===== src/rtl/booth_pkg.sv =====
// Shared types and width helpers for the radix-4 Booth multiplier.
//   state_e : controller states
//   op_e    : partial-product selection produced by the recoder
//   steps_for / acc_w_for : iteration count and accumulator width for a
//                           given operand width
package booth_pkg;

    typedef enum logic [1:0] {
        IDLE,
        CALC,
        DONE
    } state_e;

    typedef enum logic [2:0] {
        ZERO,
        PM,
        P2M,
        NM,
        N2M
    } op_e;

    // Operands are extended to W+2 bits, giving (W+2)/2 Booth triplets.
    function automatic int steps_for(input int w);
        return w / 2 + 1;
    endfunction

    // Headroom for +/-2M on top of a W+2 bit running sum.
    function automatic int acc_w_for(input int w);
        return w + 4;
    endfunction

endpackage


===== src/rtl/booth_r4_recoder.sv =====
// Radix-4 Booth recoder (combinational).
//   triplet : {Q[1], Q[0], q_m1}
//   op      : partial product to add this step (0, +M, +2M, -M, -2M)
module booth_r4_recoder
    import booth_pkg::*;
(
    input  logic [2:0] triplet,
    output op_e        op
);

    always_comb begin
        op = ZERO;
        case (triplet)
            3'b001, 3'b010: op = PM;
            3'b011:         op = P2M;
            3'b100:         op = N2M;
            3'b101, 3'b110: op = NM;
            default:        op = ZERO;
        endcase
    end

endmodule


===== src/rtl/booth_r4_multiplier.sv =====
// Sequential signed/unsigned multiplier, radix-4 Booth, with built-in
// controller and start/ready/valid handshake.
//   clk, rst      : clock, asynchronous active-high reset
//   start         : request; accepted when ready=1
//   mode_signed   : 1 = two's complement operands, sampled with start
//   a, b          : multiplicand / multiplier, sampled on accept
//   ready         : can accept start (IDLE or DONE)
//   busy          : iterating (CALC)
//   valid         : one-cycle pulse when product is updated
//   product       : 2W-bit result, held until the next completion
//
// state | meaning
// IDLE  | waiting for start
// CALC  | one Booth step per cycle, cnt counts remaining steps
// DONE  | result published (valid=1); may accept the next start
module booth_r4_multiplier
    import booth_pkg::*;
#(
    parameter int W = 8
) (
    input  logic           clk,
    input  logic           rst,
    input  logic           start,
    input  logic           mode_signed,
    input  logic [W-1:0]   a,
    input  logic [W-1:0]   b,
    output logic           ready,
    output logic           busy,
    output logic           valid,
    output logic [2*W-1:0] product
);

    localparam int STEPS = steps_for(W);
    localparam int ACC_W = acc_w_for(W);
    localparam int QW    = W + 2;
    localparam int CNT_W = $clog2(STEPS + 1);

    if ((W % 2) != 0 || W < 4) begin : g_bad_width
        $error("booth_r4_multiplier: W must be even and at least 4");
    end

    state_e             state_q, state_d;
    logic [ACC_W-1:0]   acc_q, acc_d;
    logic [QW-1:0]      q_q, q_d;
    logic [QW-1:0]      m_q, m_d;
    logic               qm1_q, qm1_d;
    logic [CNT_W-1:0]   cnt_q, cnt_d;
    logic [2*W-1:0]     product_q, product_d;
    logic               valid_q, valid_d;
    logic               ready_q, ready_d;
    logic               busy_q, busy_d;

    op_e                op;
    logic [ACC_W-1:0]   m_acc, m2_acc, op_val, sum, acc_sh;
    logic [QW-1:0]      q_sh;

    booth_r4_recoder u_recoder (
        .triplet ({q_q[1:0], qm1_q}),
        .op      (op)
    );

    // Step datapath: add the selected partial product, then shift
    // {acc,Q,q_m1} right by two with the sum's sign replicated.
    always_comb begin
        m_acc  = {{2{m_q[QW-1]}}, m_q};
        m2_acc = {m_q[QW-1], m_q, 1'b0};
        op_val = '0;
        case (op)
            PM:      op_val = m_acc;
            P2M:     op_val = m2_acc;
            NM:      op_val = -m_acc;
            N2M:     op_val = -m2_acc;
            default: op_val = '0;
        endcase
        sum    = acc_q + op_val;
        acc_sh = {{2{sum[ACC_W-1]}}, sum[ACC_W-1:2]};
        q_sh   = {sum[1:0], q_q[QW-1:2]};
    end

    always_comb begin
        state_d   = state_q;
        acc_d     = acc_q;
        q_d       = q_q;
        m_d       = m_q;
        qm1_d     = qm1_q;
        cnt_d     = cnt_q;
        product_d = product_q;
        valid_d   = 1'b0;

        case (state_q)
            IDLE, DONE: begin
                if (start) begin
                    state_d = CALC;
                    m_d     = mode_signed ? {{2{a[W-1]}}, a} : {2'b00, a};
                    q_d     = mode_signed ? {{2{b[W-1]}}, b} : {2'b00, b};
                    acc_d   = '0;
                    qm1_d   = 1'b0;
                    cnt_d   = CNT_W'(STEPS);
                end else if (state_q == DONE) begin
                    state_d = IDLE;
                end
            end
            CALC: begin
                acc_d = acc_sh;
                q_d   = q_sh;
                qm1_d = q_q[1];
                cnt_d = cnt_q - CNT_W'(1);
                if (cnt_q == CNT_W'(1)) begin
                    state_d   = DONE;
                    product_d = {acc_sh[W-3:0], q_sh};
                    valid_d   = 1'b1;
                end
            end
            default: state_d = IDLE;
        endcase

        ready_d = (state_d != CALC);
        busy_d  = (state_d == CALC);
    end

    always_ff @(posedge clk or posedge rst) begin
        if (rst) begin
            state_q   <= IDLE;
            acc_q     <= '0;
            q_q       <= '0;
            m_q       <= '0;
            qm1_q     <= 1'b0;
            cnt_q     <= '0;
            product_q <= '0;
            valid_q   <= 1'b0;
            ready_q   <= 1'b1;
            busy_q    <= 1'b0;
        end else begin
            state_q   <= state_d;
            acc_q     <= acc_d;
            q_q       <= q_d;
            m_q       <= m_d;
            qm1_q     <= qm1_d;
            cnt_q     <= cnt_d;
            product_q <= product_d;
            valid_q   <= valid_d;
            ready_q   <= ready_d;
            busy_q    <= busy_d;
        end
    end

    assign ready   = ready_q;
    assign busy    = busy_q;
    assign valid   = valid_q;
    assign product = product_q;

endmodule

===== config.mk =====
export PLATFORM = sky130hd
export DESIGN_NAME = booth_r4_multiplier
export DESIGN_NICKNAME = d
export VERILOG_FILES = /design/src/rtl/booth_pkg.sv /design/src/rtl/booth_r4_recoder.sv /design/src/rtl/booth_r4_multiplier.sv
export SDC_FILE = /design/constraint.sdc
export NUM_CORES = 1
export LEC_CHECK = 0
export CORE_AREA = 2 2 115 89
export CTS_CLUSTER_DIAMETER = 30
export CTS_CLUSTER_SIZE = 30
export DETAILED_ROUTE_END_ITERATION = 8
export DIE_AREA = 0 0 117 91
export SYNTH_ARGS = -nofsm -noshare
export SYNTH_HDL_FRONTEND = slang
export SYNTH_SLANG_ARGS = --single-unit

===== constraint.sdc =====
create_clock -name clk -period 6.4 [get_ports clk]
set_input_delay 0.96 -clock clk [delete_from_list [all_inputs] [get_ports clk]]
set_output_delay 0.96 -clock clk [all_outputs]
set_load 0.005 [all_outputs]

Yosys cells after proc, flatten, opt, wreduce, memory -nomap -nowiden
Cells that the tools add are included.
{ "totals": {"in_bits": 20, "memories": 0, "register_bits": 57, "rom_bits": 0, "elab_cells": 56, "ramBits": 0, "output_inout_bits": 19, "latch_bits": 0} }
{ "classes": {"n_eq_ne": 16, "magnitude_cmp": 0, "mul": 0, "shifts": 0, "bitwise": 0, "n_reduce_logical": 8, "n_div": 0, "n_mux": 18, "addsub": 4} }
{ "op_table": {"columns": ["operator", "n"], "rows": [
  ["12-bit case mux with 4 select lines", 1],
  ["10-bit two-way mux", 3],
  ["12-bit negator", 2],
  ["12-bit case mux with 2 select lines", 1],
  ["10-bit case mux with 2 select lines", 1],
  ["12-bit adder", 1],
  ["3-bit by 2-bit equality test with 1-bit output, second input constant", 4],
  ["3-bit equality test, second input constant", 4],
  ["12-bit two-way mux", 1],
  ["3-bit case mux with 4 select lines", 1],
  ["3-bit by 1-bit equality test with 1-bit output, second input constant", 3],
  ["2-bit two-way mux", 3],
  ["3-bit case mux with 2 select lines", 1],
  ["2-bit AND reduction", 3],
  ["2-bit OR reduction", 3],
  ["2-bit by 1-bit equality test with 1-bit output, second input constant", 2],
  ["2-bit case mux with 2 select lines", 1],
  ["1-bit two-way mux", 3],
  ["3-bit two-way mux", 1],
  ["3-bit by 1-bit subtractor with 3-bit output, second input constant", 1],
  ["2-bit equality test, second input constant", 1],
  ["2-bit logical NOT", 1],
  ["2-bit by 1-bit != test with 1-bit output, second input constant", 1],
  ["2-bit != test, second input constant", 1],
  ["2 further kinds", 2]
]} }

Logic depth before layout (Yosys ltp)
Gate-level depths: netlist of run 1.
{ "depth": {"depth_word": 7, "ltp_mapped": 17, "ltp_nobuf": 17} }

Hierarchy
From an unflattened synthesis of run 1, not the netlist that was laid out.
{ "unflattened": {"cells_unflattened": 357, "hier_area_um2": 3224.3} }
{ "modules_own_cells": {"columns": ["mod", "seq_area_each_um2", "area_each_um2", "n_inst", "cells_per_inst"], "rows": [
  ["booth_r4_multiplier", 1352.5, 3190.6, 1, 353],
  ["booth_r4_recoder", 0.0, 33.8, 1, 4]
]} }

Least setup slack after synthesis of run 1
OpenSTA, ideal clock, no wires.
{ "synth_path": {"kind": "register to register", "start": "register m_q[4]", "end": "register acc_q[8]", "required_time_ps": 6264, "path_stages_with_launch": 16, "synth_period_minus_slack_ps": 3300, "n_path_buf": 1, "arrival_ps": 3164, "slack_ps": 3100, "setup_time_ps": 136, "cell_sequence": "dfrtp_1 -> buf_6 -> or4_4 -> or3_2 -> nand2_1 -> a21oi_1 -> o211ai_1 -> nand2_1 -> ha_1 -> a21o_1 -> nor2_1 -> o211ai_1 -> a31o_2 -> a21oi_1 -> xor2_1 -> o21ai_0"} }
{ "synth_between": {"elab_chain_len": 4, "elab_cells_between_ends": 5, "classes_between": "3 x add/sub; 2 x mux"} }
{ "synth_rtl": {"columns": ["item", "line_no", "source"], "rows": [
  ["start, declared", "booth_r4_multiplier.sv:45", "logic [QW-1:0] m_q, m_d;"],
  ["start signal, assigned", "booth_r4_multiplier.sv:137", "m_q <= m_d;"],
  ["12-bit negator, on equally long branches", "booth_r4_multiplier.sv:71, booth_r4_multiplier.sv:72", null],
  ["12-bit case mux with 4 select lines (*)", "booth_r4_multiplier.sv:68", "case (op)"],
  ["12-bit adder (*)", "booth_r4_multiplier.sv:75", "sum = acc_q + op_val;"],
  ["12-bit case mux with 2 select lines (*)", "booth_r4_multiplier.sv:90", "case (state_q)"],
  ["end signal, assigned", "booth_r4_multiplier.sv:124", "acc_q <= '0;"],
  ["end signal, assigned", "booth_r4_multiplier.sv:135", "acc_q <= acc_d;"],
  ["end, declared", "booth_r4_multiplier.sv:43", "logic [ACC_W-1:0] acc_q, acc_d;"]
]} }
Mark *: on every way between the ends. The rest lies on a longest branch, timed or not.
A chain may end at the register's enable or synchronous reset.

Worst setup path after layout of run 1
Ends and elaborated chain as after synthesis.

==> results.json, run 1 <==
{
  "grtUsageTotal_pct": 14.54,
  "routedWlPerCell_um": 13.66,
  "fp.dieW_um": 117,
  "seq_area_frac_synth_pct": 41.53,
  "cts_tree": "done",
  "cts-resized-gates": 0,
  "synth_top_area_share_pct": 40.72,
  "maxCapViolCount": 0,
  "ys_ff_latch": 54,
  "grt_pass1_wl_mm": 12.50,
  "nNetsFinal": 436,
  "status": "finished clean",
  "overflow": 0,
  "ys_top_cells_by_area": "dfrtp_1, nand2_1, ha_1, o21ai_0, nor2_1",
  "maxSlewViolCount": 0,
  "start_kind": "flop",
  "endpoint_kind": "flop",
  "path_buf_inv": 0,
  "yosys_warnings": 0,
  "synthToLayoutAreaGrowth_pct": 18.75,
  "rows": 31,
  "postCtsSetupBuffers": 0,
  "antenna_cells": 0,
  "htreeDepth": 2,
  "clkTransAtPathRegs_ns": 0.07,
  "avgSynthCellArea_um2": 8.685,
  "dieHeight_um": 91,
  "die_area_mm2": 0.01065,
  "fin_cells": 534,
  "cp_top_family": "simple AND/OR/NAND/NOR gates",
  "synth_top_family_by_area": "simple AND/OR/NAND/NOR gates",
  "mappedNetlistArea_mm2": 0.003257,
  "synthSimpleGateAreaFrac_pct": 22.17,
  "synth_xor_area_share_pct": 4.841,
  "io_buffers": 38,
  "crit_path_top_delay_cell": "or4_4",
  "slowest_delay_ns": 0.63,
  "fmax_mhz": 279.8,
  "muxShareOfSynthArea_pct": 2.036,
  "async_flop_share_pct": 100.0,
  "synthAdderAreaFrac_pct": 5.993,
  "cp_cell_sequence": "or4_4 -> or3_2 -> nand2_1 -> a21oi_1 -> o211ai_1 -> nand2_1 -> ha_1 -> a21o_1 -> nor2_1 -> o211ai_1 -> a31o_2 -> a21oi_1 -> xor2_1 -> o21ai_0",
  "first_iter_violations": 101,
  "dpl_cell_area_mm2": 0.003690,
  "core_mm2": 0.009503,
  "synth_cells": 375,
  "regArea_mm2": 0.001353,
  "hp-class": "flop to flop",
  "num_vias": 2689,
  "ant_nets": 0,
  "gp_congestion": 0.8741,
  "p_per_area_mw_per_mm2": 665.9,
  "worstPathArrival_ns": 3.71,
  "clock_latency_ns": 0.29,
  "final_cell_mix": "nand2_1, dfrtp_1, clkdlybuf4s50_1",
  "grt_setup_unrepaired": "false",
  "cts-hold-fix-buffers": 0,
  "cp.required_ns": 6.54,
  "via_per_inst": 5.036,
  "hpwl_mm": 5.164,
  "crit_type": "flop to flop",
  "grt_pass1_vias": 2651,
  "final_area_mm2": 0.003867,
  "hold_viol_final": 0,
  "skew_ns": 0.004812,
  "cts_made_buffers": 5,
  "finalCritPeriodShare_pct": 55.84,
  "start_util_pct": 34.27,
  "grt_max_degree": 55,
  "synth_compound_area_share_pct": 17.90,
  "finalSetupViolations": 0,
  "relSlewSlack_pct": 33.61,
  "p_leak_nw": 1.761,
  "final_common_cell": "nand2_1",
  "synth-edff-count": 0,
  "tightest_slew_ns": 0.9922,
  "synth_cell_types": 57,
  "synth_ff_type": "dfrtp_1",
  "drive_above_1_share_pct": 7.214,
  "io_pins": 39,
  "finalCriticalPeriod_ns": 3.573,
  "antenna_found_initial": 0,
  "drc": 0,
  "placedCellCount": 526,
  "path_max_fanout": 9,
  "clock-sinks": 54,
  "clk_path_buf_depth": 2,
  "final_util_pct": 40.70,
  "multiInputGateArea_mm2": 0.001724,
  "tns_ns": 0,
  "yosys.area.top_type": "dfrtp_1",
  "wirelength_mm": 7.296,
  "root_buffer": "clkbuf_16",
  "ir_drop_mv": 0.2206,
  "firstDrtPassIters": 4,
  "rrSetupSlack_ns": 2.83,
  "fillCellCount": 954,
  "syn_nets": 410
}
==> stage by stage <==
stage                     total power [mW]  hold WS (ns)  worst slack (ns)
after global routing                 2.829        0.5044             2.479
final                                2.575        0.4789             2.827
after CTS                            2.600        0.4872             2.829
after global placement               2.233        0.4616             2.897
after floorplan                      1.896        0.4488             3.100
after detailed placement             2.255        0.4619             2.845
==> area by class of cell <==
| cell class | instances | share of cell area, % |
|---|---|---|
| clock buffers | 6 | 3.591 |
| clock inverters | 2 | 1.003 |
| inverters | 10 | 0.9706 |
| multi-input cells | 288 | 44.58 |
| flip-flops and latches | 54 | 34.97 |
| well taps | 132 | 4.270 |
| repair buffers | 42 | 10.61 |
==> flip-flops by register name, summed over array words and instances (netlist names) <==
register  cells
qm1_q         1
product      16
ready         1
m_q           9
q_q          10
valid         1
acc_q        10
state_q       2
cnt_q         3
busy          1
==> worst register-to-register path: cells and delay by family, from the launching register on <==
family,cells,cell delay (ns)
simple gates,5,1.35
compound gates,7,1.12
flops,1,0.48
fa+ha+maj,1,0.33
xor+xnor,1,0.15
==> per-layer routing <==
metal	up-vias	share of wire (%)	global-route usage, %
met1	1306	51	21.50
met3	11	3.4	2.737
met4	0	1.1	3.431
met2	40	45	21.92
li1	1332	-	-
met5	-	0	0
==> synth_stat cells (2+ instances only) <==
master and n:
a211oi_1 2, a21o_1 4, a21oi_1 15, a22o_1 6, a22oi_1 5, a31oi_1 8
and2_1 2, and2b_1 3, buf_6 4, clkbuf_1 13, clkbuf_4 2, dfrtp_1 53
ha_1 14, inv_1 9, mux2_2 5, nand2_1 104, nand2b_1 7, nand3_1 7
nor2_1 21, nor2b_1 4, nor3_1 4, o211ai_1 7, o21ai_0 23, or3_1 4
xnor2_1 9, xor2_1 9
==> cells by family after synthesis <==
group,Yosys count
AND/OR/NAND/NOR,164
AO/OA/AOI/OAI,85
flip-flops,54
buffers and inverters,33
XOR/XNOR,18
adder cells (fa/ha/maj),15
multiplexers,6
==> worst paths after layout <==
path,end,from,depth (start not counted)
max,acc_q[8],m_q[4],14
min,product[4],product[4],2
max reg2reg,acc_q[8],m_q[4],14
min reg2reg,product[4],product[4],2
max in group asynchronous,m_q[5],rst,3
min in group asynchronous,busy,rst,3
==> where the power goes <==
group | switching, mW | internal, mW
clock | 0.129 | 0.197
combinational | 0.815 | 0.724
sequential | 0.193 | 0.516
total | 1.14 | 1.44
No activity file was read; power rests on OpenSTA's default activity.
==> inputs of run 2 (changes only) <==
==> constraint.sdc (replaced) <==
create_clock -name clk -period 3.5 [get_ports clk]
set_input_delay 0.525 -clock clk [delete_from_list [all_inputs] [get_ports clk]]
set_output_delay 0.525 -clock clk [all_outputs]
set_load 0.005 [all_outputs]
==> run 2 against run 1 <==
Compared with the run above:
- clock power is 83% higher
- cell count is 2.1% higher
- sequential cell count stayed put
- combinational power is 100% higher
- first-iteration DRC count is 38% higher
- count of clock-buffer cells in the layout stayed put
- global-route usage is 0.51 points higher
- register-to-register slack worse by 2.6 ns
- clock skew is 0.0012 ns higher
- critical endpoint unchanged
- largest power group unchanged
- highest routed layer unchanged
==> results.json, run 2 (same netlist as run 1, synthesis figures left out) <==
{
  "relSlewSlack_pct": 31.52,
  "final_cell_mix": "nand2_1, dfrtp_1, clkdlybuf4s50_1",
  "finalCritPeriodShare_pct": 93.86,
  "fp.dieW_um": 117,
  "hpwl_mm": 5.558,
  "wirelength_mm": 7.638,
  "rows": 31,
  "synthToLayoutAreaGrowth_pct": 22.21,
  "routedWlPerCell_um": 14.01,
  "grtUsageTotal_pct": 15.05,
  "crit_type": "flop to flop",
  "grt_pass1_vias": 2592,
  "rrSetupSlack_ns": 0.21,
  "start_util_pct": 34.27,
  "path_max_fanout": 4,
  "drive_above_1_share_pct": 10.17,
  "first_iter_violations": 139,
  "ant_nets": 0,
  "grt_pass1_wl_mm": 12.81,
  "grt_max_degree": 29,
  "via_per_inst": 5.017,
  "endpoint_kind": "flop",
  "io_pins": 39,
  "crit_path_top_delay_cell": "or4_4",
  "start_kind": "flop",
  "clk_path_buf_depth": 2,
  "cts-hold-fix-buffers": 0,
  "cp_cell_sequence": "or4_4 -> or3_2 -> nand2_1 -> a21oi_1 -> o211ai_1 -> nand2_1 -> ha_4 -> a21o_1 -> nor2_1 -> o211ai_1 -> a31o_2 -> a21oi_1 -> xor2_1 -> o21ai_0",
  "maxCapViolCount": 0,
  "largest_reg_flops": 16,
  "cp_top_family": "simple AND/OR/NAND/NOR gates",
  "firstDrtPassIters": 4,
  "root_buffer": "clkbuf_16",
  "gp_congestion": 0.8868,
  "path_buf_inv": 0,
  "finalCriticalPeriod_ns": 3.285,
  "final_common_cell": "nand2_1",
  "tightest_slew_ns": 1.023,
  "slowest_delay_ns": 0.53,
  "cts_made_buffers": 5,
  "clkTransAtPathRegs_ns": 0.07,
  "p_leak_nw": 1.818,
  "ir_drop_mv": 0.4534,
  "p_per_area_mw_per_mm2": 1229,
  "dieHeight_um": 91,
  "nNetsFinal": 447,
  "maxSlewViolCount": 0,
  "drc": 0,
  "clock-sinks": 54,
  "antenna_found_initial": 0,
  "cts-resized-gates": 0,
  "hold_viol_final": 0,
  "num_vias": 2734,
  "setup_ws_ns": 0.2149,
  "io_buffers": 38,
  "overflow": 0,
  "htreeDepth": 2,
  "antenna_cells": 0,
  "hp-class": "flop to flop",
  "cts_tree": "done",
  "cp.depth": 14,
  "status": "finished clean",
  "grt_setup_unrepaired": "false",
  "holdPathStages": 2,
  "postCtsSetupBuffers": 0,
  "die_area_mm2": 0.01065,
  "dp_slack_ns": 0.1734,
  "rr_worst_depth": 14,
  "fmax_mhz": 304.4,
  "core_mm2": 0.009503,
  "worstPathArrival_ns": 3.43,
  "finalSetupViolations": 0,
  "skew_ns": 0.006048,
  "tns_ns": 0,
  "cp.required_ns": 3.64,
  "clock_latency_ns": 0.29
}
[run 2: final timing paths]
| path | startpoint | end |
|---|---|---|
| setup / recovery | m_q[4] | acc_q[8] |
| hold / removal | product[15] | product[15] |
| setup reg to reg | m_q[4] | acc_q[8] |
| hold reg to reg | product[15] | product[15] |
| max in group asynchronous | rst | q_q[8] |
| min in group asynchronous | rst | busy |
[run 2: worst min-delay path, stage by stage, from the launching register on]
cell and delay (ns):
dfrtp_1 0.34, nand2_1 0.04, o21ai_0 0.06
[run 2: cell type report]
| cell class | instances | area [µm²] |
|---|---|---|
| fill | 949 | 5523 |
| multi-input combinational | 288 | 1754 |
| sequential | 54 | 1353 |
| timing repair buffer | 53 | 493.0 |
| tap | 132 | 165.2 |
| clock buffer | 6 | 138.9 |
| clock inverter | 2 | 38.79 |
| inverter | 10 | 37.54 |
[run 2: power by group]
group | switching, mW | internal [mW] | total (mW) | leakage [nW]
combinational | 1.68 | 1.44 | 3.13 | 1.07
clock | 0.239 | 0.361 | 0.600 | 0.0875
sequential | 0.220 | 0.946 | 1.17 | 0.659
[run 2: per-layer routing]
metal | global-route usage [%] | up-vias | wire, µm
met5 | 0 | - | 0
met3 | 2.670 | 6 | 364
met4 | 3.333 | 0 | 68
met1 | 22.99 | 1317 | 3724
li1 | - | 1350 | -
met2 | 22.06 | 61 | 3480
[run 2: per-stage QoR]
step                instances  area [µm²]  utilization, %  hold WS, ns  power (mW)
floorplan                 375        3257               -       0.4488       3.467
global placement          537        3772           39.70       0.4620       4.164
detailed placement        537        3772           39.70       0.4616       4.245
CTS                       545        3950           41.57       0.4893       4.867
global route              545        3980           41.88       0.5088       5.364
finish                    545        3980           41.88       0.4815       4.892
==> RTL edit: new RTL, flow settings as in run 1 <==
Encoding of `state_e`: now one-hot (3 bits for 3 states).
--- a/src/rtl/booth_pkg.sv
+++ b/src/rtl/booth_pkg.sv
@@ -6,8 +6,8 @@
 package booth_pkg;
 
-    typedef enum logic [1:0] {
-        IDLE,
-        CALC,
-        DONE
+    typedef enum logic [2:0] {
+        IDLE = 3'b001,
+        CALC = 3'b010,
+        DONE = 3'b100
     } state_e;
 
Formal check against the unedited RTL: no difference found for any inputs over 4 cycles, from zero or initial values and one cycle with rst high; so few cycles prove little.
==> RTL edit against run 1 <==
- final area shrank 0.16%
- routed wire length grew 5.9%
- hold slack lost 2.6 ps
- combinational power shrank 23%
- critical path depth shrank 2
- setup slack lost 350 ps
- synthesized area grew 0.15%
- sequential power shrank 6.2%
- non-clock buffer count shrank 1
- clock power shrank 11%
- power shrank 17%
- sequential cell count grew 1
==> RTL edit: results (changes against run 1) <==
Outcome
  – Status: completed

Synthesis
  – Compound-Gate Fraction of Synth Area: 0.202 (+0.0227)
  – Commonest cells in the netlist: nand2_1 (76), dfrtp_1 (53), o21ai_0 (34)
  – XOR/XNOR Fraction of Synth Area: 0.0456 (-0.00276)
  – Synth Area in Adders: 0.0598 (-0.0000920)
  – Post-Syn Nets: 413 (+0.73%)
  – Top post-synthesis cells by area: dfrtp_1 (41%), nand2_1 (8.7%), ha_1 (5.4%)
  – Post-synthesis sequential area ratio: 0.423 (+0.00742)
  – Synth unique cells: 55 (-3.5%)
  – Mux cell area share after synthesis: 0.0123 (-0.00809)
  – Syn Inst Count: 378 (+0.80%)

Global route
  – Initial antenna violation count: 0 (unchanged)
  – Largest net degree at the start of global routing: 56 (+1.8%)
  – Global-route usage over all layers: 0.149 (+0.00379)
  – Vias in the first global route: 2538 (-4.3%)
  – First-pass GRT wire length: 12.7 mm (+1.4%)

Worst setup path
  – Worst reg2reg path depth: 12 (-2)
  – Critical path data arrival time: 4110 ps (+400 ps)
  – R2R Path End: acc_q[6]$_DFFE_PP0P_
  – CP peak stage delay: 800 ps (+170 ps)
  – CP max-delay cell: dfrtp_1
  – Reg2reg setup slack: 2470 ps (-350 ps)
  – Crit path from: q_q[0]$_DFFE_PP0P_
  – CP Max Fanout: 22 (+13)
  – Delay-heaviest family, CP: compound AO/OA/AOI/OAI gates

Timing
  – Clock skew: 9.21 ps (+4.39 ps)
  – Achievable Freq: 255 MHz (-9.0%)
  – Hold slack: 476 ps (-2.57 ps)
  – Max_slew headroom: 0.518 (+0.182)

Routing
  – DR iter-0 viols: 162 (+60%)
  – Wire length per cell: 14.4 um (+5.3%)
  – Routed vias/inst: 5.15 (+2.4%)

Worst hold path
  – HP Start: product[2]$_DFFE_PP0P_
  – Worst Hold Path EP: product[2]$_DFFE_PP0P_

Place
  – Pre-CTS worst setup slack: 2570 ps (-273 ps)
  – Placed insts: 529 (+0.57%)
  – IO buf count: 38 (unchanged)
  – Routability Congestion: 0.928 (+6.2%)
  – DP Area: 3700 um2 (+0.34%)
  – Hpwl dp: 5.50 mm (+6.4%)

Power and ir drop
  – Sequential power: 0.665 mW (-6.2%)
  – Maximum VDD drop: 0.228 mV (+3.5%)
  – Seq pwr share: 0.310 (+0.035)
  – Leakage: 1.74 nW (-1.3%)
  – Clock share of power: 0.136 (+0.009)
  – Switch share: 0.441 (-0.00130)

Finish
  – Layout cells sized above 1: 0.0617 (-0.0104)
  – Non-filler instance count after layout: 537 (+0.56%)
  – Nets: 439 (+0.69%)

CTS
  – H-tree depth: 2 (unchanged)
  – Num CTS Buffers: 5 (unchanged)
==> RTL edit: cell types whose count changed after synthesis, moves of 5 or more <==
| cell | change |
|---|---|
| o21ai_0 | +11 |
| inv_1 | +9 |
| o22ai_1 | +6 |
| nor2_1 | +8 |
| a21oi_1 | +5 |
| o21a_1 | +5 |
| nand2_1 | -28 |
| mux2_2 | -5 |
==> RTL edit: layer usage <==
metal	wire length, um	track usage
met5	0	0
met4	57	0.0304
met3	311	0.0240
met2	3450	0.222
met1	3910	0.228
==> RTL edit: cell type report <==
| cell class | count | area [um2] |
|---|---|---|
| fill | 959 | 5640 |
| multi-input combinational | 282 | 1680 |
| sequential | 55 | 1380 |
| timing repair buffer | 41 | 403 |
| tap | 132 | 165 |
| clock buffer | 6 | 139 |
| inverter | 19 | 71.3 |
| clock inverter | 2 | 20.0 |
